--- src/rtl/wb_pkg.sv ---
// Shared types and constants for the write-back arbiter and its queue.
package wb_pkg;

  localparam int DEPTH_DEFAULT = 4;

  // Architectural zero register: writes to it are discarded.
  localparam logic [4:0] REG_ZERO = 5'd0;

  typedef struct packed {
    logic        live;
    logic [4:0]  addr;
    logic [31:0] data;
  } wb_entry_t;

endpackage

--- src/rtl/wb_queue.sv ---
// Circular write queue for the multi-cycle unit. Entries can be killed by
// address when a newer pipeline write overtakes them, and a lookup port
// reports the youngest live entry for a given register.
module wb_queue
  import wb_pkg::*;
#(
  parameter int DEPTH = DEPTH_DEFAULT
) (
  input  logic                   clk,
  input  logic                   rst,
  input  logic                   push_i,
  input  logic [4:0]             push_addr_i,
  input  logic [31:0]            push_data_i,
  input  logic                   pop_i,
  input  logic                   kill_i,
  input  logic [4:0]             kill_addr_i,
  input  logic [4:0]             lk_addr_i,
  output wb_entry_t              head_o,
  output logic                   full_o,
  output logic                   empty_o,
  output logic [$clog2(DEPTH):0] count_o,
  output logic                   lk_hit_o,
  output logic [31:0]            lk_data_o
);

  localparam int AW = $clog2(DEPTH);
  localparam logic [AW:0] FULL_CNT = (AW+1)'(DEPTH);

  logic [AW-1:0]  wr_ptr_q;
  logic [AW-1:0]  rd_ptr_q;
  logic [AW:0]    count_q;
  logic [DEPTH-1:0] live_q;
  logic [4:0]     addr_q [DEPTH];
  logic [31:0]    data_q [DEPTH];
  logic           push_ok;
  logic           pop_ok;
  logic [AW-1:0]  idx;

  assign full_o  = (count_q == FULL_CNT);
  assign empty_o = (count_q == '0);
  assign count_o = count_q;
  assign push_ok = push_i && !full_o;
  assign pop_ok  = pop_i && !empty_o;

  assign head_o = '{live: live_q[rd_ptr_q], addr: addr_q[rd_ptr_q], data: data_q[rd_ptr_q]};

  // Control state; the kill only sees entries already queued, so a same-cycle push stays live.
  always_ff @(posedge clk or posedge rst) begin
    if (rst) begin
      wr_ptr_q <= '0;
      rd_ptr_q <= '0;
      count_q  <= '0;
      live_q   <= '0;
    end else begin
      for (int i = 0; i < DEPTH; i++) begin
        if (kill_i && addr_q[i] == kill_addr_i) live_q[i] <= 1'b0;
      end
      if (pop_ok) begin
        live_q[rd_ptr_q] <= 1'b0;
        rd_ptr_q         <= rd_ptr_q + 1'b1;
      end
      if (push_ok) begin
        live_q[wr_ptr_q] <= 1'b1;
        wr_ptr_q         <= wr_ptr_q + 1'b1;
      end
      case ({push_ok, pop_ok})
        2'b10:   count_q <= count_q + 1'b1;
        2'b01:   count_q <= count_q - 1'b1;
        default: count_q <= count_q;
      endcase
    end
  end

  // Payload storage, written on enqueue only.
  always_ff @(posedge clk) begin
    if (push_ok) begin
      addr_q[wr_ptr_q] <= push_addr_i;
      data_q[wr_ptr_q] <= push_data_i;
    end
  end

  // Youngest live match: scan oldest to youngest so later matches override earlier ones.
  always_comb begin
    lk_hit_o  = 1'b0;
    lk_data_o = '0;
    idx       = '0;
    for (int i = 0; i < DEPTH; i++) begin
      idx = rd_ptr_q + AW'(i);
      if ((AW+1)'(i) < count_q && live_q[idx] && addr_q[idx] == lk_addr_i &&
          lk_addr_i != REG_ZERO) begin
        lk_hit_o  = 1'b1;
        lk_data_o = data_q[idx];
      end
    end
  end

endmodule

--- src/rtl/wb_write_arbiter.sv ---
// Register-file write-back arbiter: the pipeline port always wins, the
// multi-cycle unit is buffered in wb_queue and drained on idle cycles.
module wb_write_arbiter
  import wb_pkg::*;
#(
  parameter int DEPTH = DEPTH_DEFAULT
) (
  input  logic                   clk,
  input  logic                   rst,
  input  logic                   s0_valid,
  input  logic [4:0]             s0_addr,
  input  logic [31:0]            s0_data,
  input  logic                   s1_valid,
  output logic                   s1_ready,
  input  logic [4:0]             s1_addr,
  input  logic [31:0]            s1_data,
  output logic                   rf_we,
  output logic [4:0]             rf_waddr,
  output logic [31:0]            rf_wdata,
  input  logic [4:0]             lk_addr,
  output logic                   lk_hit,
  output logic [31:0]            lk_data,
  output logic [$clog2(DEPTH):0] q_count
);

  logic      s0_wr;
  logic      q_push;
  logic      q_pop;
  logic      q_full;
  logic      q_empty;
  wb_entry_t q_head;

  logic        rf_we_d,    rf_we_q;
  logic [4:0]  rf_waddr_d, rf_waddr_q;
  logic [31:0] rf_wdata_d, rf_wdata_q;

  assign s0_wr    = s0_valid && (s0_addr != REG_ZERO);
  assign s1_ready = !q_full;
  assign q_push   = s1_valid && s1_ready && (s1_addr != REG_ZERO);
  assign q_pop    = !s0_wr && !q_empty;

  wb_queue #(.DEPTH(DEPTH)) u_queue (
    .clk         (clk),
    .rst         (rst),
    .push_i      (q_push),
    .push_addr_i (s1_addr),
    .push_data_i (s1_data),
    .pop_i       (q_pop),
    .kill_i      (s0_wr),
    .kill_addr_i (s0_addr),
    .lk_addr_i   (lk_addr),
    .head_o      (q_head),
    .full_o      (q_full),
    .empty_o     (q_empty),
    .count_o     (q_count),
    .lk_hit_o    (lk_hit),
    .lk_data_o   (lk_data)
  );

  // Select this cycle's write: pipeline first, else a live queue head; address/data hold otherwise.
  always_comb begin
    rf_we_d    = 1'b0;
    rf_waddr_d = rf_waddr_q;
    rf_wdata_d = rf_wdata_q;
    if (s0_wr) begin
      rf_we_d    = 1'b1;
      rf_waddr_d = s0_addr;
      rf_wdata_d = s0_data;
    end else if (q_pop && q_head.live) begin
      rf_we_d    = 1'b1;
      rf_waddr_d = q_head.addr;
      rf_wdata_d = q_head.data;
    end
  end

  // Register-file write port register.
  always_ff @(posedge clk or posedge rst) begin
    if (rst) begin
      rf_we_q    <= 1'b0;
      rf_waddr_q <= '0;
      rf_wdata_q <= '0;
    end else begin
      rf_we_q    <= rf_we_d;
      rf_waddr_q <= rf_waddr_d;
      rf_wdata_q <= rf_wdata_d;
    end
  end

  assign rf_we    = rf_we_q;
  assign rf_waddr = rf_waddr_q;
  assign rf_wdata = rf_wdata_q;

endmodule

--- config.mk ---
export PLATFORM = sky130hd
export DESIGN_NAME = wb_write_arbiter
export DESIGN_NICKNAME = d
export VERILOG_FILES = /design/src/rtl/wb_pkg.sv /design/src/rtl/wb_queue.sv /design/src/rtl/wb_write_arbiter.sv
export SDC_FILE = /design/constraint.sdc
export NUM_CORES = 1
export LEC_CHECK = 0
export ABC_AREA = 1
export BUFFER_PORTS_ARGS = -buffer_cell sky130_fd_sc_hd__buf_2
export CAP_MARGIN = 25
export CORE_MARGIN = 4
export CORE_UTILIZATION = 35
export CTS_CLUSTER_SIZE = 25
export DETAILED_ROUTE_END_ITERATION = 7
export GPL_ROUTABILITY_DRIVEN = 0
export GPL_TIMING_DRIVEN = 0
export PLACE_DENSITY = 0.66
export SETUP_SLACK_MARGIN = 0.05
export SYNTH_ARGS = -nofsm -noshare
export SYNTH_HDL_FRONTEND = slang
export SYNTH_SLANG_ARGS = --single-unit
--- constraint.sdc ---
create_clock -name clk -period 3 [get_ports clk]
set_input_delay 0.15 -clock clk [delete_from_list [all_inputs] [get_ports clk]]
set_output_delay 0.15 -clock clk [all_outputs]
set_load 0.02 [all_outputs]
# After elaboration in Yosys (flattened, before gate mapping)
# Memories as Yosys holds them, arrays and structs flattened.
# Index checks and enable logic that the tools add are counted.
# word_totals
memories	2
inputBits	83
elab_cells	109
mem_bits_rw	148
register_bits	49
output_inout_bits	75
# op_classes
bitwise	3
n_reduce_logical	34
mux	35
eq_ne	11
addsub	6
order_cmp	11
# mem_list
memory	depth	width	read_ports	rd_clocked_by_memory_dff	write_ports	line_no	source
u_queue.data_q	4	32	4	0	1	wb_queue.sv:34	logic [31:0] data_q [DEPTH];
u_queue.addr_q	4	5	8	0	1	wb_queue.sv:33	logic [4:0] addr_q [DEPTH];
# op_table
cell	n
32-bit two-way mux	6
5-bit equality test	8
1-bit logical AND	25
1-bit two-way mux	18
2-bit by 3-bit less-than comparator with 1-bit output (second input constant)	5
5-bit nonzero test	3
5-bit two-way mux	2
1-bit binary-select mux with 2-bit select	4
4-bit two-way mux	2
1-bit by 3-bit less-than comparator with 1-bit output (first input constant)	2
2-bit by 3-bit less-than comparator with 1-bit output (first input constant)	2
3-bit case mux with 2 select lines	1
2-bit by 1-bit adder with 2-bit output (second input constant)	2
2-bit adder (second input constant)	2
4-bit AND	1
1-bit demux with 2-bit select	2
2-bit by 1-bit greater-or-equal comparator with 1-bit output (second input constant)	2
4-bit inverter	1
4-bit OR	1
2-bit nonzero test	2
3-bit by 1-bit adder with 3-bit output (second input constant)	1
3-bit equality test (second input constant)	1
1-bit zero test	3
3-bit zero test	1
3 further kinds	3

# Logic depth before layout (Yosys ltp)
# Gate-level depths: netlist of the first run.
# depth
depth_word	9
ltp_mapped	22
depth_no_buf	14

# By module
# Synthesis of the first run repeated with hierarchy kept, for this count alone.
# unflattened
hier_cells	1767
hier_area_um2	13003.7
# by_module_without_submodules
module	seq_area_each_um2	area_each_um2	n_inst	cells_per_inst
wb_queue	4719.5	10610.2	1	1429
wb_write_arbiter	950.9	2393.5	1	338

# Worst setup path before layout of the first run
# No wires, ideal clock.
# synth_path
path_kind	register to register
startpoint	reg u_queue.count_q[0], in the netlist u_queue.count_o[0]
endpoint	mem u_queue.addr_q[0][0], enable pin
period_less_slack_ns	3.478
path_slack_ns	-0.478
setup_time_ns	0.431
t_required_ns	2.569
n_path_buf	1
stages_incl_launch_ff	7
arrival_time_ns	3.047
cell_sequence	dfrtp_1 -> inv_1 -> ha_1 -> nand2_1 -> o311ai_0 -> buf_2 -> nor2_1
# synth_via
elab_chain_len	7
# synth_lines
item	line_no	source
start, declared	wb_queue.sv:31	logic [AW:0] count_q;
start signal, assigned	wb_queue.sv:67	2'b10: count_q <= count_q + 1'b1;
start signal, assigned	wb_queue.sv:68	2'b01: count_q <= count_q - 1'b1;
start signal, assigned	wb_queue.sv:69	default: count_q <= count_q;
3-bit equality test *	wb_queue.sv:39	assign full_o = (count_q == FULL_CNT);
1-bit zero test *	wb_write_arbiter.sv:38	assign s1_ready = !q_full;
net s1_ready	wb_write_arbiter.sv:14	output logic s1_ready,
1-bit logical AND (2 in series)	wb_write_arbiter.sv:39	assign q_push = s1_valid && s1_ready && (s1_addr != REG_ZERO);
1-bit logical AND *	wb_queue.sv:42	assign push_ok = push_i && !full_o;
1-bit two-way mux *	wb_queue.sv:76	if (push_ok) begin
1-bit two-way mux (not written as such) *	wb_queue.sv:77	addr_q[wr_ptr_q] <= push_addr_i;
end, declared	wb_queue.sv:33	
# Mark *: on every way through the listed nets, which the timed path passes. The rest lies on a longest branch.

# Worst setup path in the final report of the first run
# layout_path
startpoint	reg u_queue.rd_ptr_q[0]
endpoint	out lk_data[13]
# layout_via
elab_cells_between_ends	33
classes_between	3 x add/sub; 4 x eq/ne; 12 x mux; 12 x reduce/logical; 2 x memory
# layout_lines
item	line_no	source
start, declared	wb_queue.sv:30	logic [AW-1:0] rd_ptr_q;
start signal, assigned	wb_queue.sv:60	rd_ptr_q <= rd_ptr_q + 1'b1;
2-bit adder *	wb_queue.sv:88	idx = rd_ptr_q + AW'(i);
net u_queue.idx[0]	wb_queue.sv:37	logic [AW-1:0] idx;
branches (longest 5 deep; another with memory 4 x 5 bit)	-	
32-bit two-way mux *	wb_queue.sv:89	if ((AW+1)'(i) < count_q && live_q[idx] && addr_q[idx] == lk_addr_i &&
end, declared	wb_write_arbiter.sv:22	output logic [31:0] lk_data,
# Mark *: on every way through the listed nets, which the timed path passes. The select of a mux whose other input is x is not followed.

==> results.ini, run 1 <==
[worst_setup_path]
cp_data_required_time_ns = 2.85
cp_max_fo = 7
reg2reg_depth = 7
path_class = flop to primary output
timing.rr.start = u_queue.count_o[0]
end_kind = primary output
arrival_ns = 3.33
cp-start-kind = flop
critPathLaunch = u_queue.rd_ptr_q[0]

[pwr]
vdd_drop_max_v = 0.0005414
powerDensity_nw_per_um2 = 1069
p_leak_nw = 7.188

[floorplan]
die_x_um = 195.6
die_h_um = 195.6
start_util_pct = 35.58
core_area_um2 = 34630
dieArea_um2 = 38270
io-pin-count = 158
rows = 68

[logic_synthesis]
synth_edf_count = 148
synthTopCellsByArea = edfxtp_1, nand2_1, dfrtp_1, o21ai_0, nor2_1
async_flop_share_pct = 24.87
synth_top_area_share_pct = 36.07
yosysUniqueCellTypes = 35
synth_fp_nets = 1727
synth_seq_cells = 197
synthFlopType = edfxtp_1
yosysTopAreaCell = edfxtp_1
ys_seq_area_share_pct = 46.02
synth-warning-count = 0
postSynthAreaPerCell_um2 = 7.549
synthTopCellsByCount = nand2_1, nor2_1, o21ai_0, edfxtp_1, nand3_1
post-synth-top-count-cell = nand2_1
postSynthCellCount = 1632
netlist_area_um2 = 12320

[grt]
grt_first_pass_wirelength_um = 70460
grt_max_degree = 27
antenna_found_initial = 2
first_global_vias = 12730
overflow = 0
grt_use_total_pct = 23.53

[placement]
port_buffers = 151
pre_cts_slack_ns = -1.333
place_area_um2 = 13780
post-dp-hpwl_um = 32900
dp.cells = 2243

[drt]
post_drt_wl_per_cell_um = 19.67
wirelength_um = 46640
vias = 12850
viasPerCell = 5.419
drtPass1Iterations = 6
drt_iter0_markers = 1523
drc = 0
drtAntennaViolNets = 0

[final_layout]
nets = 1996
finalInstanceArea_um2 = 16170
area_delta_synth_final_pct = 31.24
drive_above_1_share_pct = 20.64
nFillCells = 3260
final_cells = 2371

[timing]
finalClockSkew_ns = 0.01846
clock.fmax_ghz = 0.2872
setup_tns_ns = -14.39
timing.final.crit_share_pct = 116.1
min_period_ns = 3.482
layout_setup_ws_ns = -0.4823
rsz0062_at_grt = yes
tightest_slew_ns = 0.7702
setup_violations = 33
hold_ws_ns = 0.004515
maxSlewHeadroom_pct = 48.53
hold_viol = 0
report.final.slew_viol_count = 0

[clock_tree]
clkTransAtPathRegs_ns = 0.07
clk_latency_ns = 0.46
clk_path_buf_depth = 2
clock-sinks = 197
cts_tree = built
cts-buffers-inserted = 17
cts_max_level = 4
cts-root-buf = clkbuf_16

[outcome]
violations = negative setup slack
status = finished with violations

[run]
maxCapViolations = 0

[min_path]
hold_start = s0_data[8]
hp-class = primary input to flop
whs_path_depth = 3

-- kinds of logic after synthesis --
group,synth area share (%)
simple gates,27.80
compound gates,12.18
buf+inv,8.338
flops,46.02
mux,2.600
xor+xnor,1.848
fa+ha+maj,1.219
-- placed cells by master, fill, tap and decap left out, types with 10 or more instances in the layout --
master / n
xnor2_1: 17
nand2_2: 37
nand2_1: 412
nor2_4: 15
a31oi_1: 32
buf_6: 42
inv_1: 113
clkbuf_16: 22
dfrtp_1: 48
buf_8: 11
ha_1: 11
buf_12: 10
edfxtp_1: 148
buf_2: 151
nand3_1: 109
nand3_2: 18
buf_4: 28
mux2i_1: 32
o21ai_0: 205
nor2_2: 21
nor2_1: 224
clkbuf_1: 38
o21ai_1: 31
dlygate4sd3_1: 64
-- layer usage --
metal | wire length (µm) | vias up | GRT usage (%) | part of all wire, %
li1 | - | 5914 | - | -
met2 | 21120 | 810 | 37.51 | 45
met1 | 18590 | 5978 | 29.41 | 40
met5 | 0 | - | 0 | 0
met4 | 2241 | 0 | 11.97 | 4.8
met3 | 4691 | 147 | 6.315 | 10
-- flip-flops by register name, summed over array words and instances (netlist names) --
name	count
rf_wdata	32
rf_waddr	5
u_queue.data_q	128
u_queue.live_q	4
u_queue.wr_ptr_q	2
u_queue.rd_ptr_q	2
u_queue.count_o	3
rf_we	1
u_queue.addr_q	20
-- worst max-delay path, stage by stage, from the launching register on --
cell       delay, ns
dfrtp_1         0.39
buf_8           0.14
inv_8           0.03
buf_8           0.11
buf_8           0.11
buf_12          0.12
ha_4            0.30
inv_6           0.04
buf_8           0.12
buf_6           0.12
nand3_2         0.05
nand2_2         0.06
nor2_2          0.10
nand2_1         0.07
nor2_2          0.15
nand3_4         0.14
buf_12          0.18
clkbuf_16       0.17
nor2_4          0.07
nor2_1          0.05
nand2_1         0.08
nand2_1         0.06
nand2_2         0.09
buf_6           0.12
-- through the flow --
stage / util [%] / power [mW]
after global placement: 39.41 / 12.95
after detailed placement: 39.80 / 13.25
final: 46.69 / 17.28
after floorplan: - / 10.21
after global routing: 46.69 / 18.29
after CTS: 46.08 / 16.76
-- path summary, 6_finish.rpt --
| kind | endpoint | slack (ns) |
|---|---|---|
| max | lk_data[13] | -0.48 |
| min | rf_wdata[8] | 0.005 |
| max reg2reg | u_queue.data_q[0][17] | 0.31 |
| min reg2reg | rf_waddr[4] | 0.54 |
| max in group asynchronous | u_queue.rd_ptr_q[1] | 2.10 |
| min in group asynchronous | rf_wdata[27] | 0.30 |
-- report_power, final --
group	internal (mW)	leakage [nW]	switching, mW
clock network	1.12	0.272	1.12
registers	3.70	1.92	0.383
logic	3.75	5.00	7.21
-- final cells by class --
| type | instances | area, µm² | area share [%] |
|---|---|---|---|
| Antenna cell | 2 | 5.005 | 0.03095 |
| Buffer | 108 | 773.2 | 4.782 |
| Sequential cell | 197 | 5672 | 35.08 |
| Tap cell | 455 | 569.3 | 3.521 |
| Multi-Input combinational cell | 1208 | 6027 | 37.27 |
| Clock buffer | 20 | 446.7 | 2.763 |
| Clock inverter | 12 | 111.4 | 0.6887 |
| Timing Repair Buffer | 252 | 2111 | 13.05 |
| Inverter | 117 | 454.2 | 2.809 |
-- what timing repair did --
action / CTS / global route
pin swaps: 26 / 43
hold endpoints to repair: 197 / 0
gates cloned: 5 / 3
gates resized for setup: 200 / 50
setup buffers: 23 / 2
endpoints found under the setup margin: 34 / 84
hold buffers: 64 / 0
No activity file was read; power rests on OpenSTA's default activity.
==> run 2, diff against run 1 <==
Settings changed: MAX_ROUTING_LAYER set to met4.
==> results.ini, run 2 (synthesis results as in run 1) <==
[outcome]
status = finished with violations
violations = negative setup slack

[placement]
pre_cts_slack_ns = -1.333
dp.cells = 2243
place_area_um2 = 13780
port_buffers = 151
post-dp-hpwl_um = 32900

[worst_setup_path]
cp_data_required_time_ns = 2.85
path_class = flop to primary output
cpMostUsedCell = buf_8
crit_slowest_cell = dfrtp_1
cp-endpoint = lk_data[6]
slowest_delay_ns = 0.39
cp-start-kind = flop
crit_family = buffers and inverters
arrival_ns = 3.32
critPathLaunch = u_queue.rd_ptr_q[0]
cp.depth = 23
r2r_slack_ns = 0.31
cp_max_fo = 7
critical_path_buf_inv_count = 11
timing.rr.start = u_queue.count_o[0]
reg2reg_depth = 7
cp_cell_sequence = buf_8 > inv_8 > buf_8 > buf_8 > buf_12 > ha_4 > inv_6 > buf_8 > buf_6 > nand3_2 > nand2_2 > nor2_2 > nand2_1 > nor2_2 > nand3_4 > buf_12 > buf_8 > nor2_1 > nor2_1 > nand2_1 > nand2_1 > nand2_2 > buf_6
end_kind = primary output
reg2reg_to = u_queue.data_q[0][17]

[floorplan]
start_util_pct = 35.58
die_x_um = 195.6
core_area_um2 = 34630
rows = 68
dieArea_um2 = 38270
die_h_um = 195.6
io-pin-count = 158

[timing]
report.final.slew_viol_count = 0
min_period_ns = 3.473
layout_setup_ws_ns = -0.4727
setup_tns_ns = -13.96
clock.fmax_ghz = 0.2880
finalClockSkew_ns = 0.01720
tightest_slew_ns = 0.7765
setup_violations = 33
timing.final.crit_share_pct = 115.8
rsz0062_at_grt = yes
hold_ws_ns = 0.007020
maxSlewHeadroom_pct = 48.11
hold_viol = 0

[final_layout]
layout_common_cells = nand2_1, nor2_1, o21ai_0
final_cells = 2371
area_delta_synth_final_pct = 31.16
top_register = u_queue.data_q
fin_util_pct = 46.67
finalInstanceArea_um2 = 16160
nets = 1996
final_common_cell = nand2_1
drive_above_1_share_pct = 20.43
largest_register_ffs = 128

[run]
maxCapViolations = 0

[pwr]
pwr-share-clk_pct = 12.9
power_frac_seq_pct = 23.7
powerDensity_nw_per_um2 = 1068
p_leak_nw = 7.188
vdd_drop_max_v = 0.0005414
comb_power_share_pct = 63.4
power.total_mw = 17.26
swShare_pct = 50.36
p_int_mw = 8.565
switchingPower_mw = 8.690

[drt]
wirelength_um = 46600
vias = 12860
drt_iter0_markers = 1534
drtPass1Iterations = 8
drc = 0
viasPerCell = 5.425
post_drt_wl_per_cell_um = 19.66
drtAntennaViolNets = 0

[clock_tree]
clkTransAtPathRegs_ns = 0.07
clk_latency_ns = 0.46
cts-buffers-inserted = 17
cts_tree = built
cts-root-buf = clkbuf_16
cts_max_level = 4
clk_path_buf_depth = 2
clock-sinks = 197

[min_path]
hp-class = primary input to flop

[grt]
grt_max_degree = 27
overflow = 0
first_global_vias = 12720
grt_first_pass_wirelength_um = 70550
grt_use_total_pct = 24.23
antenna_found_initial = 2

run 2: changes by cell type in the layout (fill, tap and decap cells not counted):
| cell | change |
|---|---|
| nor2_1 | +4 |
| nor2_2 | -4 |
run 2: power by group through the flow:
| stage | logic [mW] | registers (mW) | clock network (mW) |
|---|---|---|---|
| detailed placement | 9.11 | 4.15 | 0 |
| floorplan | 5.79 | 4.41 | 0 |
| global route | 11.7 | 4.16 | 2.36 |
| finish | 10.9 | 4.09 | 2.23 |
| CTS | 10.4 | 4.08 | 2.26 |
| global placement | 8.78 | 4.16 | 0 |
run 2: area by class of cell:
cell class / count / area (µm²)
multi-input combinational: 1208 / 6017
clock buffer: 20 / 446.7
timing repair buffer: 252 / 2111
fill: 3259 / 18470
sequential: 197 / 5672
buffer: 108 / 773.2
inverter: 117 / 454.2
tap: 455 / 569.3
antenna: 2 / 5.005
clock inverter: 12 / 111.4
run 2: what timing repair did:
action	in CTS	in global routing
pin swaps	26	41
hold buffers	64	0
hold endpoints to repair	197	0
endpoints found under the setup margin	34	86
resized for setup	200	46
gates cloned	5	3
buffers inserted	23	2
run 2: worst min-delay path by stage:
| stage | slack [ns] | startpoint | cells after the start | endpoint |
|---|---|---|---|---|
| after floorplan | 0.25 | s1_addr[0] | 0 | u_queue.addr_q[0][0] |
| after global placement | 0.36 | s1_data[3] | 1 | u_queue.data_q[1][3] |
| after detailed placement | 0.25 | rst | 2 | rf_wdata[27] |
| after CTS | 0.01 | s0_data[8] | 3 | rf_wdata[8] |
| after global routing | 0.05 | s0_data[8] | 3 | rf_wdata[8] |
| final | 0.007 | s0_data[8] | 3 | rf_wdata[8] |
run 2: per-layer routing:
metal | up-vias | routed length [µm] | GRT usage [%] | share of wire, %
met5 | - | 0 | - | 0
met4 | 0 | 2282 | 11.74 | 4.9
met3 | 160 | 4815 | 5.814 | 10
met2 | 858 | 21140 | 37.60 | 45
met1 | 5925 | 18360 | 29.79 | 39
li1 | 5919 | - | - | -
run 2: tightest hold or removal path: cells and delay by family:
family                 cells  cell delay, ns
buffers and inverters      1            0.12
AND/OR/NAND/NOR            1            0.07
AO/OA/AOI/OAI              1            0.08
==> run 3, diff against run 2 <==
Settings changed: BUFFER_PORTS_ARGS -buffer_cell sky130_fd_sc_hd__buf_2 to not set, DONT_BUFFER_PORTS set to 1, PLACE_DENSITY 0.66 to 0.62, SETUP_SLACK_MARGIN 0.05 to not set.
==> results.ini, run 3 (synthesis results as in run 1) <==
[worst_setup_path]
cp_max_fo = 8
critical_path_buf_inv_count = 8
cp_cell_sequence = inv_4 > clkbuf_16 > clkbuf_16 > ha_4 > inv_8 > buf_8 > nand3_2 > nand2_2 > xor2_2 > nor2_1 > nand2_2 > buf_6 > nor2_4 > buf_12 > buf_8 > o21ai_2 > nand2_2
path_class = flop to primary output
cp_data_required_time_ns = 2.85
crit_family = buffers and inverters
cp-start-kind = flop
reg2reg_depth = 10
crit_slowest_cell = dfrtp_2
slowest_delay_ns = 0.45
cp.depth = 17
arrival_ns = 3.12
end_kind = primary output
cpMostUsedCell = nand2_2

[floorplan]
start_util_pct = 35.58
core_area_um2 = 34630
die_x_um = 195.6
io-pin-count = 158
dieArea_um2 = 38270
rows = 68
die_h_um = 195.6

[min_path]
whs_path_depth = 2
hp-class = primary input to flop

[clock_tree]
clkTransAtPathRegs_ns = 0.08
cts_max_level = 4
cts-root-buf = clkbuf_16
clk_path_buf_depth = 2
cts-buffers-inserted = 17
clock-sinks = 197
clk_latency_ns = 0.47
cts_tree = built

[final_layout]
final_cells = 2237
top_register = u_queue.data_q
nets = 1861
nFillCells = 3280
regArea_um2 = 5673
drive_above_1_share_pct = 16.02
area_delta_synth_final_pct = 26.94
largest_register_ffs = 128
final_common_cell = nand2_1
layout_common_cells = nand2_1, nor2_1, o21ai_0
multiInputGateArea_um2 = 6262

[grt]
overflow = 0
grt_max_degree = 27
first_global_vias = 11630
grt_first_pass_wirelength_um = 69430
antenna_found_initial = 3
grt_use_total_pct = 24.36

[timing]
timing.final.crit_share_pct = 109.0
maxSlewHeadroom_pct = 46.61
setup_violations = 33
tightest_slew_ns = 0.7908
rsz0062_at_grt = yes
hold_viol = 0
report.final.slew_viol_count = 0
finalClockSkew_ns = 0.01293
layout_setup_ws_ns = -0.2697
min_period_ns = 3.270
clock.fmax_ghz = 0.3058

[drt]
drtPass1Iterations = 6
vias = 12390
drc = 0
viasPerCell = 5.538
post_drt_wl_per_cell_um = 21.01
drt_iter0_markers = 1351
drtAntennaViolNets = 0
wirelength_um = 47000

[pwr]
vdd_drop_max_v = 0.0007295
p_leak_nw = 6.682
power.total_mw = 17.01
powerDensity_nw_per_um2 = 1087

[outcome]
violations = negative setup slack
status = finished with violations

[placement]
port_buffers = 0
dp.cells = 2092
pre_cts_slack_ns = -1.253
post-dp-hpwl_um = 32620

[run]
maxCapViolations = 0

-- run 3: changes by cell type in the layout (fill, tap and decap cells not counted), sizes merged, moves of 2 or more --
cell,previous run,this run
clkinvlp,1,3
dlygate4sd3,64,70
buf,250,108
inv,125,123
clkbuf,66,64
-- run 3: path summary, 6_finish.rpt --
kind,slack [ns],endpoint,from
setup / recovery,-0.27,lk_data[22],u_queue.rd_ptr_q[1]
hold / removal,0.03,u_queue.wr_ptr_q[0],s1_valid
setup reg to reg,0.31,u_queue.count_o[2],u_queue.count_o[1]
hold reg to reg,0.60,u_queue.wr_ptr_q[1],u_queue.wr_ptr_q[1]
max in group asynchronous,2.10,u_queue.count_o[0],rst
min in group asynchronous,0.27,rf_wdata[30],rst
-- run 3: final cells by class --
| class | instances | share of cell area [%] |
|---|---|---|
| multi-input combinational | 1209 | 40.04 |
| inverter | 117 | 2.920 |
| timing repair buffer | 117 | 8.592 |
| clock inverter | 14 | 0.9280 |
| sequential | 197 | 36.27 |
| buffer | 107 | 4.752 |
| tap | 455 | 3.640 |
| antenna | 3 | 0.04800 |
| clock buffer | 18 | 2.808 |
-- run 3: routing by layer --
metal / up-vias / track usage (%) / wire length [µm]
li1: 5646 / - / -
met4: 0 / 8.689 / 1780
met5: - / - / 0
met1: 5824 / 30.70 / 18360
met2: 778 / 37.67 / 21550
met3: 140 / 6.884 / 5307
-- run 3: repair_timing --
action                                 in CTS  in global routing
setup endpoints to repair                 147                 34
endpoints found under the hold margin     205                  0
pin swaps                                  67                 37
gates cloned                                7                  2
buffers inserted                           31                  4
resized for setup                         181                 69
hold buffers                               70                  0
-- run 3: report_power, final --
group	internal [mW]	switching, mW	total (mW)
clock	1.19	1.14	2.33
combinational	3.41	6.75	10.2
sequential	3.70	0.818	4.52
total	8.30	8.71	17.0
-- run 3: worst register-to-register path, cell delays in order, from the launching register on --
cell,delay (ns)
dfrtp_1,0.53
inv_1,0.14
ha_1,0.22
nand2_1,0.24
o311ai_0,0.34
buf_2,0.33
ha_1,0.41
nor2_1,0.11
o21ai_0,0.09
xor2_1,0.14
inv_1,0.05
-- run 3: metrics by stage --
step	utilization, %	TNS (ns)	area (µm²)	hold WS, ns
finish	45.17	-6.910	15640	0.02616
global route	45.17	-9.497	15640	0.07595
CTS	44.41	-8.631	15380	0.03616
detailed placement	37.62	-57.94	13030	0.1976
global placement	37.22	-402.89	12890	0.2491
floorplan	-	-70.80	12320	0.2489
